===== src/rtl/rca_pkg.sv =====
// rtl/rca_pkg.sv - shared types and constants for the ripple-carry adder operand issue block
package rca_pkg;

    localparam int ADD_WIDTH = 6;

    typedef enum logic [1:0] {
        IDLE = 2'd0,
        EXEC = 2'd1,
        DONE = 2'd2
    } state_e;

    typedef struct packed {
        logic [ADD_WIDTH-1:0] a;
        logic [ADD_WIDTH-1:0] b;
    } op_pair_t;

endpackage


===== src/rtl/rca_op_fifo.sv =====
// rtl/rca_op_fifo.sv - synchronous operand-pair FIFO with a registered occupancy count
module rca_op_fifo #(
    parameter int DATA_W = 12,
    parameter int DEPTH  = 2
) (
    input  logic              clk,
    input  logic              rst_n,
    input  logic              push,
    input  logic              pop,
    input  logic [DATA_W-1:0] wdata,
    output logic [DATA_W-1:0] rdata,
    output logic              full,
    output logic              empty
);

    localparam int PTR_W = $clog2(DEPTH);
    localparam int CNT_W = $clog2(DEPTH + 1);

    logic [DATA_W-1:0] mem [DEPTH];
    logic [PTR_W-1:0]  wr_ptr;
    logic [PTR_W-1:0]  rd_ptr;
    logic [CNT_W-1:0]  count;
    logic              do_push;
    logic              do_pop;

    // Full/empty come only from the count register, so the pointers may wrap freely.
    assign full    = (count == CNT_W'(DEPTH));
    assign empty   = (count == '0);
    assign do_push = push && !full;
    assign do_pop  = pop && !empty;
    assign rdata   = mem[rd_ptr];

    always_ff @(posedge clk) begin
        if (do_push) begin
            mem[wr_ptr] <= wdata;
        end
    end

    always_ff @(posedge clk or negedge rst_n) begin
        if (!rst_n) begin
            wr_ptr <= '0;
            rd_ptr <= '0;
            count  <= '0;
        end else begin
            if (do_push) begin
                wr_ptr <= wr_ptr + PTR_W'(1);
            end
            if (do_pop) begin
                rd_ptr <= rd_ptr + PTR_W'(1);
            end
            case ({do_push, do_pop})
                2'b10:   count <= count + CNT_W'(1);
                2'b01:   count <= count - CNT_W'(1);
                default: count <= count;
            endcase
        end
    end

endmodule


===== src/rtl/rca_operand_issue.sv =====
// rtl/rca_operand_issue.sv - operand FIFO, adder drive/capture FSM and carry-out event counter
module rca_operand_issue
    import rca_pkg::*;
#(
    parameter int WIDTH      = ADD_WIDTH,
    parameter int FIFO_DEPTH = 2,
    parameter int CNT_W      = 8
) (
    input  logic             i_clk,
    input  logic             i_rst_n,
    input  logic             i_valid,
    output logic             o_ready,
    input  logic [WIDTH-1:0] i_op_a,
    input  logic [WIDTH-1:0] i_op_b,
    output logic [WIDTH-1:0] o_add_term1,
    output logic [WIDTH-1:0] o_add_term2,
    input  logic [WIDTH:0]   i_add_result,
    output logic             o_valid,
    input  logic             i_ready,
    output logic [WIDTH:0]   o_sum,
    output logic [CNT_W-1:0] o_carry_cnt
);

    state_e   state_q;
    state_e   state_d;
    op_pair_t in_pair;
    op_pair_t head;
    logic     fifo_full;
    logic     fifo_empty;
    logic     pop;
    logic     accept;

    assign in_pair.a = i_op_a;
    assign in_pair.b = i_op_b;
    assign o_ready   = !fifo_full;
    assign accept    = o_valid && i_ready;

    rca_op_fifo #(
        .DATA_W($bits(op_pair_t)),
        .DEPTH (FIFO_DEPTH)
    ) u_fifo (
        .clk  (i_clk),
        .rst_n(i_rst_n),
        .push (i_valid),
        .pop  (pop),
        .wdata(in_pair),
        .rdata(head),
        .full (fifo_full),
        .empty(fifo_empty)
    );

    always_ff @(posedge i_clk or negedge i_rst_n) begin
        if (!i_rst_n) begin
            state_q <= IDLE;
        end else begin
            state_q <= state_d;
        end
    end

    always_comb begin
        state_d = state_q;
        pop     = 1'b0;
        case (state_q)
            IDLE: begin
                if (!fifo_empty) begin
                    pop     = 1'b1;
                    state_d = EXEC;
                end
            end
            EXEC: state_d = DONE;
            DONE: begin
                if (i_ready) begin
                    pop     = !fifo_empty;
                    state_d = fifo_empty ? IDLE : EXEC;
                end
            end
            default: state_d = IDLE;
        endcase
    end

    // Operand registers only change on a pop, so they hold steady through EXEC and DONE.
    always_ff @(posedge i_clk or negedge i_rst_n) begin
        if (!i_rst_n) begin
            o_add_term1 <= '0;
            o_add_term2 <= '0;
            o_sum       <= '0;
            o_valid     <= 1'b0;
            o_carry_cnt <= '0;
        end else begin
            if (pop) begin
                o_add_term1 <= head.a;
                o_add_term2 <= head.b;
            end
            if (state_q == EXEC) begin
                o_sum   <= i_add_result;
                o_valid <= 1'b1;
            end else if (accept) begin
                o_valid <= 1'b0;
            end
            if (accept && o_sum[WIDTH] && (o_carry_cnt != '1)) begin
                o_carry_cnt <= o_carry_cnt + CNT_W'(1);
            end
        end
    end

endmodule


===== config.mk =====
export PLATFORM = sky130hd
export DESIGN_NAME = rca_operand_issue
export DESIGN_NICKNAME = d
export VERILOG_FILES = /design/src/rtl/rca_pkg.sv /design/src/rtl/rca_op_fifo.sv /design/src/rtl/rca_operand_issue.sv
export SDC_FILE = /design/constraint.sdc
export NUM_CORES = 1
export LEC_CHECK = 0
export ABC_CLOCK_PERIOD_IN_PS = 2100
export CAP_MARGIN = 25
export CORE_MARGIN = 1.5
export CORE_UTILIZATION = 25
export DETAILED_ROUTE_END_ITERATION = 8
export HOLD_SLACK_MARGIN = 0.1
export PLACE_DENSITY_LB_ADDON = 0.25
export SKIP_CTS_REPAIR_TIMING = 1
export SYNTH_ARGS = -nofsm -noshare
export SYNTH_HDL_FRONTEND = slang
export SYNTH_SLANG_ARGS = --single-unit

===== constraint.sdc =====
create_clock -name i_clk -period 2.1 [get_ports i_clk]
set_input_delay 0.315 -clock i_clk [delete_from_list [all_inputs] [get_ports i_clk]]
set_output_delay 0.315 -clock i_clk [all_outputs]
set_load 0.02 [all_outputs]

* After elaboration in Yosys (flattened, before gate mapping)
Memories as Yosys holds them, arrays and structs flattened. A register that Yosys moved wholly into a read port is not among the register bits. Index checks and enable logic that the tools add are counted.
Cells by class: $add $sub $neg 5, equality and inequality tests 8, muxes and demuxes 12, reductions and logical operators 13
Operators by type and width (number):
- 8-bit by 1-bit adder with 8-bit output, second input constant | 1
- 8-bit inequality test, second input constant | 1
- 1-bit 2-to-1 mux | 7
- 2-bit equality test, second input constant | 3
- 2-bit case mux with 3 select lines | 1
- 1-bit logical AND | 5
- 2-bit by 1-bit equality test with 1-bit output, second input constant | 2
- 2-bit logical NOT | 2
- 2-bit 2-to-1 mux | 2
- 2-bit inequality test, second input constant | 2
- 2-bit case mux with 2 select lines | 1
- 2-bit nonzero test | 2
- 1-bit logical NOT | 3
- 1-bit adder, second input constant | 2
- 2-bit by 1-bit adder with 2-bit output, second input constant | 1
- 1-bit case mux with 2 select lines | 1
- 2-bit AND reduction | 1
- 2-bit by 1-bit subtractor with 2-bit output, second input constant | 1
Storage, ports and cells: register bits 22, RAM bits 24, bits of input ports 23, output and inout bits 29, word-level logic and storage cells 46, memories 1
Memories:
- u_fifo.mem | words 2, width 12, rd ports 1, clocked after memory_dff 1, write ports 1, line rca_op_fifo.sv:19 | logic [DATA_W-1:0] mem [DEPTH];

* Logic depth before layout (Yosys ltp)
Gate-level depths: netlist of the first run.
depth after elaboration 7, mapped depth 7, mapped depth without buffers 6

* Hierarchy
Synthesis of the first run repeated with hierarchy kept, for this count alone.
Second synthesis, totals: cells, all modules 160, area, all modules 2331.0 µm²
By module, submodules not included:
- rca_operand_issue | instances 1, cells each 105, area an instance 1267.5 µm², seq. area each 750.7 µm²
- rca_op_fifo | instances 1, cells each 55, area an instance 1063.5 µm², seq. area each 820.8 µm²

* Worst setup path after synthesis of the first run
OpenSTA, ideal clock, no wires.
kind reg-to-reg, start register u_fifo.count[0], end memory u_fifo.mem[0][0] (enable), setup time 380 ps, arrival time 1359 ps, required time 1720 ps, path slack 361 ps, cell stages (with the launch flop) 4, buffers on the path 0, clock period less this slack 1739 ps, path through dfrtp_1 > nand2b_1 > nand2_1 > nor2_1
On the way: cells in the longest elaborated chain, start to end 5
Ends and longest elaborated chain:
- from (decl) | line rca_op_fifo.sv:22 | logic [CNT_W-1:0] count;
- from (signal assigned) | line rca_op_fifo.sv:52 | 2'b10: count <= count + CNT_W'(1);
- from (signal assigned) | line rca_op_fifo.sv:53 | 2'b01: count <= count - CNT_W'(1);
- from (signal assigned) | line rca_op_fifo.sv:54 | default: count <= count;
- 2-bit equality test | line rca_op_fifo.sv:27 | assign full = (count == CNT_W'(DEPTH));
- 1-bit logical NOT
- net o_ready | line rca_operand_issue.sv:12 | output logic o_ready,
- 1-bit logical AND | line rca_op_fifo.sv:29 | assign do_push = push && !full;
- 1-bit 2-to-1 mux | line rca_op_fifo.sv:34 | if (do_push) begin
- 1-bit 2-to-1 mux (implied by the code) | line rca_op_fifo.sv:35 | mem[wr_ptr] <= wdata;
- to (decl) | line rca_op_fifo.sv:19
The timed path passes the listed nets, and every way through them passes these cells.

* Worst setup path in the final report of the first run
start register u_fifo.count[0], end output port o_ready
On the way: cells in the longest elaborated chain, start to end 2
Ends and longest elaborated chain:
- 2-bit equality test | line rca_op_fifo.sv:27
- 1-bit logical NOT | line rca_operand_issue.sv:35 | assign o_ready = !fifo_full;
- to (decl) | line rca_operand_issue.sv:12
No other way between the ends.

==> results.yml, run 1 <==
run_status:
  status: "complete, no violations"
sta:
  worst_pin_slew_ps: 779
  worst_slew_margin_rel_pct: 48.1
  fin_crit_ps: 1870
  skew_ps: 7.33
  slew_violations: 0
  grt_setup_unrepaired: "no"
  setup_slack_ps: 234
  setup_viol: 0
  fin_crit_sh_pct: 88.9
  fin_tns_setup_ps: 0
  fmax_mhz: 536
  hold_violations: 0
placed_design:
  dpl_worst_slack_ps: 184
  gp_congestion: 0.654
  place_inst: 316
  dp_hpwl_mm: 2.97
  port_buffers: 51
critical_path:
  critPathMaxStageDelay_ps: 620
  worst_setup_path_end_kind: "primary output"
  crit_slowest_cell: "clkdlybuf4s50_1"
  crit_fanout: 4
  crit_required_ps: 1780
  worstSetupPathType: "reg -> out"
  critPathLaunchType: "register"
  arrival_ps: 1550
  rrSetupSlack_ps: 510
  worstPathCellList: "nand2b_1 -> clkdlybuf4s50_1"
  r2r_cells: 4
yosys:
  yosys.area.top_type_share_pct: 36.5
  netlist_area_um2: 2330
  synthTopCellsByArea: "dfrtp_1 37%, edfxtp_1 31%, mux2_2 8.7%, mux2_4 5.2%, nand2_1 3.9%"
  yosysSeqAreaShare_pct: 67.5
  synth_cells: 154
  synthFlopType: "dfrtp_1"
  synth.distinct_cells: 31
  synth_edf_count: 24
  synth-seq-cells: 58
  avgSynthCellArea_um2: 15.1
  yosysWarnings: 0
  synth_top_cell_by_area: "dfrtp_1"
  async_flop_share_pct: 58.6
  synth_nets: 179
clock_tree:
  clk_pin_slew_worst_paths_ps: 60
  cts.path.max_buffers: 2
  h-tree-depth: 3
  cts.sinks: 58
  cts_tree: "done"
  cts_buffers: 9
  insertion_delay_ps: 320
  cts-root-buf: "clkbuf_8"
min_path:
  hold_class: "in -> async"
global_route:
  antenna_found_initial: 0
  grt_start_max_net_pins: 35
  gr-total-overflow: 0
  grtUsageTotal_pct: 9.80
  grt_pass1_wl_mm: 7.28
  grt_pass1_vias: 1459
layout:
  area_growth_pct: 36.0
  stdcell_count: 331
  fin_nets: 241
  antenna_cells: 0
  nFillCells: 899
  drive_above_1_share_pct: 20.5
  multi_input_comb_area_um2: 717
  register_area_um2: 1570
routing:
  routed.top_layer: "met4"
  wl_met1_mm: 1.98
  num_vias: 1373
  wl_mm: 4.37
  first_pass_iters: 4
  drc_errors: 0
  ant_nets: 0
  drtIter0Drc: 60
  vias_per_cell: 4.15
  wl_met3_um: 174
  met2_wirelength_mm: 2.16
  wl_per_cell_um: 13.2
die:
  fp.dieW_um: 99.5
  fp-row-count: 35
  die_height_um: 99.5
  core_um2: 9150
  start_util_pct: 25.5
  ios: 52
  die_area_um2: 9910
power_and_ir_drop:
  leakage_nw: 1.27
  peakVddDrop_mv: 0.418
  p_per_area_nw_per_um2: 1550
  finalPower_w: 0.00492
job:
  cap_violations: 0
-- power by group --
part	switching (W)	total, W	internal (W)	leakage [nW]
clock	0.000404	0.00106	0.000655	0.0985
sequential	0.000312	0.00193	0.00162	0.637
combinational	0.000870	0.00194	0.00107	0.537
total	0.00159	0.00492	0.00334	1.27
-- worst max-delay path: cells and delay by family (launching register included) --
family / cells / cell delay, ps
buf+inv: 1 / 620
flops: 1 / 420
simple gates: 1 / 190
-- sequential cells by signal, summed over array words and instances, names as in the netlist --
name           count
u_fifo.mem        24
o_carry_cnt        8
o_sum              7
o_add_term1        6
o_add_term2        6
state_q            2
u_fifo.count       2
o_valid            1
u_fifo.rd_ptr      1
u_fifo.wr_ptr      1
-- area by class of cell --
cell class,count,area share (%)
timing repair buffer,55,16.9
tap,111,4.38
sequential,58,49.6
inverter,2,0.237
clock buffer,11,4.15
multi-input combinational,90,22.6
clock inverter,4,2.13
-- synth_stat cells, types with 2 or more instances --
cell,number
ha_1,2
dfrtp_1,34
and3_1,4
xor2_1,3
inv_1,2
nor2_1,3
nand2_1,24
o21ai_0,2
mux2_2,18
xnor2_1,7
mux2_4,8
edfxtp_1,24
nand2b_1,2
buf_2,2
nand3_1,3
-- through the flow --
stage          hold slack (ps)  cell area (um^2)  util (%)
3_5_place_dp               458              2970      32.5
2_1_floorplan             19.4              2330         -
5_1_grt                    138              3170      34.6
6_report                  66.9              3170      34.6
4_1_cts                   98.4              3170      34.6
3_3_place_gp               460              2970      32.5
-- cell usage in the layout (no fill, tap or decap), types with 2 or more instances in the layout --
cell / count
and3_1: 4
buf_4: 4
bufinv_16: 2
clkbuf_1: 2
clkbuf_8: 9
clkdlybuf4s50_1: 50
clkinv_1: 2
dfrtp_1: 34
edfxtp_1: 24
ha_1: 2
inv_1: 2
mux2_2: 18
mux2_4: 8
nand2_1: 24
nand2b_1: 2
nand3_1: 3
nor2_1: 3
o21ai_0: 2
xnor2_1: 7
xor2_1: 3
-- worst paths after layout --
kind,endpoint,startpoint
setup / recovery,o_ready,u_fifo.count[0]$_DFFE_PN0P_
hold / removal,o_carry_cnt[7]$_DFFE_PN0P_,i_rst_n
setup reg to reg,o_carry_cnt[1]$_DFFE_PN0P_,o_carry_cnt[0]$_DFFE_PN0P_
hold reg to reg,o_sum[1]$_DFFE_PN0P_,o_sum[1]$_DFFE_PN0P_
max in group asynchronous,u_fifo.count[1]$_DFFE_PN0P_,i_rst_n
min in group i_clk,o_sum[1]$_DFFE_PN0P_,o_sum[1]$_DFFE_PN0P_
-- routing by layer --
metal | up-vias | GRT usage, %
met5 | - | 0
met4 | 0 | 4.88
met3 | 5 | 3.37
met2 | 27 | 15.5
met1 | 672 | 11.9
li1 | 669 | -
-- cells by family after synthesis --
kind of cell,after synthesis,share of synthesized area (%)
and+or+nand+nor,45,10.0
AOI/OAI and AO/OA,7,2.04
muxes,26,13.9
buffers and inverters,6,1.77
DFF,58,67.5
xor gates and xnor gates,10,3.76
adders and majority gates,2,1.07
No activity file was read; power rests on OpenSTA's default activity.
==> run 2: changes to the inputs <==
--- a/config.mk
+++ b/config.mk
@@ -7,7 +7,7 @@
 export LEC_CHECK = 0
 export ABC_CLOCK_PERIOD_IN_PS = 2100
 export CAP_MARGIN = 25
-export CORE_MARGIN = 1.5
+export CORE_MARGIN = 4
 export CORE_UTILIZATION = 25
 export DETAILED_ROUTE_END_ITERATION = 8
 export HOLD_SLACK_MARGIN = 0.1
==> run 2 against run 1 <==
  * Clock skew up 3.5 ps
  * First-iteration DRC count decreased by 63%
  * Sequential power is essentially flat
  * Power decreased by 3.7%
  * Clock power is 18% lower
  * Highest routed layer unchanged
==> results.yml, run 2 (synthesized netlist as in run 1, its figures left out) <==
run_status:
  status: "complete, no violations"
sta:
  slew_violations: 0
  fmax_mhz: 532
  setup_viol: 0
  worst_pin_slew_ps: 803
  fin_tns_setup_ps: 0
  fin_crit_sh_pct: 89.5
  hold_violations: 0
  grt_setup_unrepaired: "no"
  skew_ps: 10.8
  worst_slew_margin_rel_pct: 46.5
  fin_crit_ps: 1880
critical_path:
  arrival_ps: 1570
  worstSetupPathType: "reg -> out"
  worstPathCellList: "nand2b_1 -> clkdlybuf4s50_1"
  critPathBufInv: 1
  crit_slowest_cell: "clkdlybuf4s50_1"
  crit_required_ps: 1780
  crit_fanout: 4
  critPathMaxStageDelay_ps: 630
  r2r-end: "o_carry_cnt[1]$_DFFE_PN0P_"
  critPathLaunchType: "register"
  r2r-start: "o_carry_cnt[0]$_DFFE_PN0P_"
  worst_setup_path_end_kind: "primary output"
  rrSetupSlack_ps: 540
  r2r_cells: 4
  cpLargestDelayFamily: "buffers and inverters"
routing:
  drc_errors: 0
  num_vias: 1394
  wl_met3_um: 181
  first_pass_iters: 3
  wl_per_cell_um: 13.8
  routed.top_layer: "met4"
  wl_mm: 4.56
  vias_per_cell: 4.24
  met2_wirelength_mm: 2.30
  ant_nets: 0
  drtIter0Drc: 22
  wl_met1_mm: 2.00
min_path:
  hold_class: "in -> async"
layout:
  antenna_cells: 0
  layout_commonest_cell: "clkdlybuf4s50_1"
  top_regs: "u_fifo.mem: 24 flops, o_carry_cnt: 8 flops, o_sum: 7 flops"
  final_cell_mix: "50 x clkdlybuf4s50_1, 34 x dfrtp_1, 24 x nand2_1, 24 x edfxtp_1, 18 x mux2_2"
  fin_nets: 241
  drive_above_1_share_pct: 21.3
  nFillCells: 867
  top_register: "u_fifo.mem"
  largest_reg_flops: 24
  area_growth_pct: 34.5
  finalInstanceArea_um2: 3130
clock_tree:
  cts_buffers: 9
  insertion_delay_ps: 330
  h-tree-depth: 3
  cts-root-buf: "clkbuf_8"
  cts.sinks: 58
  cts_tree: "done"
  cts.path.max_buffers: 2
  clk_pin_slew_worst_paths_ps: 60
die:
  die_height_um: 105
  fp-row-count: 34
  start_util_pct: 26.2
  core_um2: 8890
  die_area_um2: 10900
  ios: 52
  fp.dieW_um: 105
global_route:
  grt_start_max_net_pins: 35
  gr-total-overflow: 0
  grt_pass1_wl_mm: 7.51
  grtUsageTotal_pct: 9.09
  grt_pass1_vias: 1481
  antenna_found_initial: 0
power_and_ir_drop:
  p_per_area_nw_per_um2: 1510
  leakage_nw: 1.26
  peakVddDrop_mv: 0.422
job:
  cap_violations: 0
placed_design:
  gp_congestion: 0.656
  placed_area_um2: 2970
  dp_hpwl_mm: 3.11
  port_buffers: 51
## run 2: cell types whose count changed in the layout (fill, tap and decap cells not counted), sizes merged
cell / previous run / this run
clkinvlp: 0 / 1
clkbuf: 11 / 13
bufinv: 2 / 0
## run 2: routing by layer
layer  GRT usage [%]  up-vias
li1                -      669
met1            10.9      690
met2            14.2       30
met3            3.02        5
met4            5.41        0
met5               0        -
## run 2: per-stage QoR
| stage | hold slack [ps] | std cells | utilization, % | setup slack (ps) | total power, W |
|---|---|---|---|---|---|
| 2_1_floorplan | 19.4 | 154 | - | 361 | 0.00315 |
| 3_3_place_gp | 461 | 313 | 33.4 | 142 | 0.00392 |
| 3_5_place_dp | 463 | 313 | 33.4 | 126 | 0.00394 |
| 4_1_cts | 97.5 | 329 | 35.2 | 170 | 0.00486 |
| 5_1_grt | 129 | 329 | 35.2 | 134 | 0.00508 |
| 6_report | 80.1 | 329 | 35.2 | 220 | 0.00474 |
## run 2: cell type report
| type | instances | area (um^2) | area share, % |
|---|---|---|---|
| Clock buffer | 13 | 149 | 4.75 |
| Clock inverter | 3 | 17.5 | 0.559 |
| Inverter | 2 | 7.51 | 0.240 |
| Multi-Input combinational cell | 90 | 717 | 22.9 |
| Sequential cell | 58 | 1570 | 50.2 |
| Tap cell | 108 | 135 | 4.31 |
| Timing Repair Buffer | 55 | 536 | 17.1 |
## run 2: report_power, final
part	switching (W)	internal, W	total, W	leakage [nW]
clock	0.000414	0.000457	0.000871	0.0834
sequential	0.000306	0.00162	0.00192	0.637
combinational	0.000881	0.00107	0.00195	0.537
total	0.00160	0.00314	0.00474	1.26
## run 2: worst max path at each step
stage	start	end	slack, ps	cells past startpoint
5_1_grt	u_fifo.count[0]$_DFFE_PN0P_	o_ready	130	2
3_5_place_dp	i_ready	o_add_term1[2]$_DFFE_PN0P_	130	5
3_3_place_gp	i_ready	o_add_term1[2]$_DFFE_PN0P_	140	5
6_report	u_fifo.count[0]$_DFFE_PN0P_	o_ready	220	2
4_1_cts	u_fifo.count[0]$_DFFE_PN0P_	o_ready	170	2
2_1_floorplan	u_fifo.count[0]$_DFFE_PN0P_	u_fifo.mem[0][0]$_DFFE_PP_	360	3
==> run 3: changes to the inputs <==
--- a/config.mk
+++ b/config.mk
@@ -9,6 +9,8 @@
 export CAP_MARGIN = 25
 export CORE_MARGIN = 4
 export CORE_UTILIZATION = 25
+export CTS_CLUSTER_DIAMETER = 30
+export CTS_CLUSTER_SIZE = 20
 export DETAILED_ROUTE_END_ITERATION = 8
 export HOLD_SLACK_MARGIN = 0.1
 export PLACE_DENSITY_LB_ADDON = 0.25
==> results of run 3 <==
The final DEF is identical to that of run 2; final timing and power are the same.
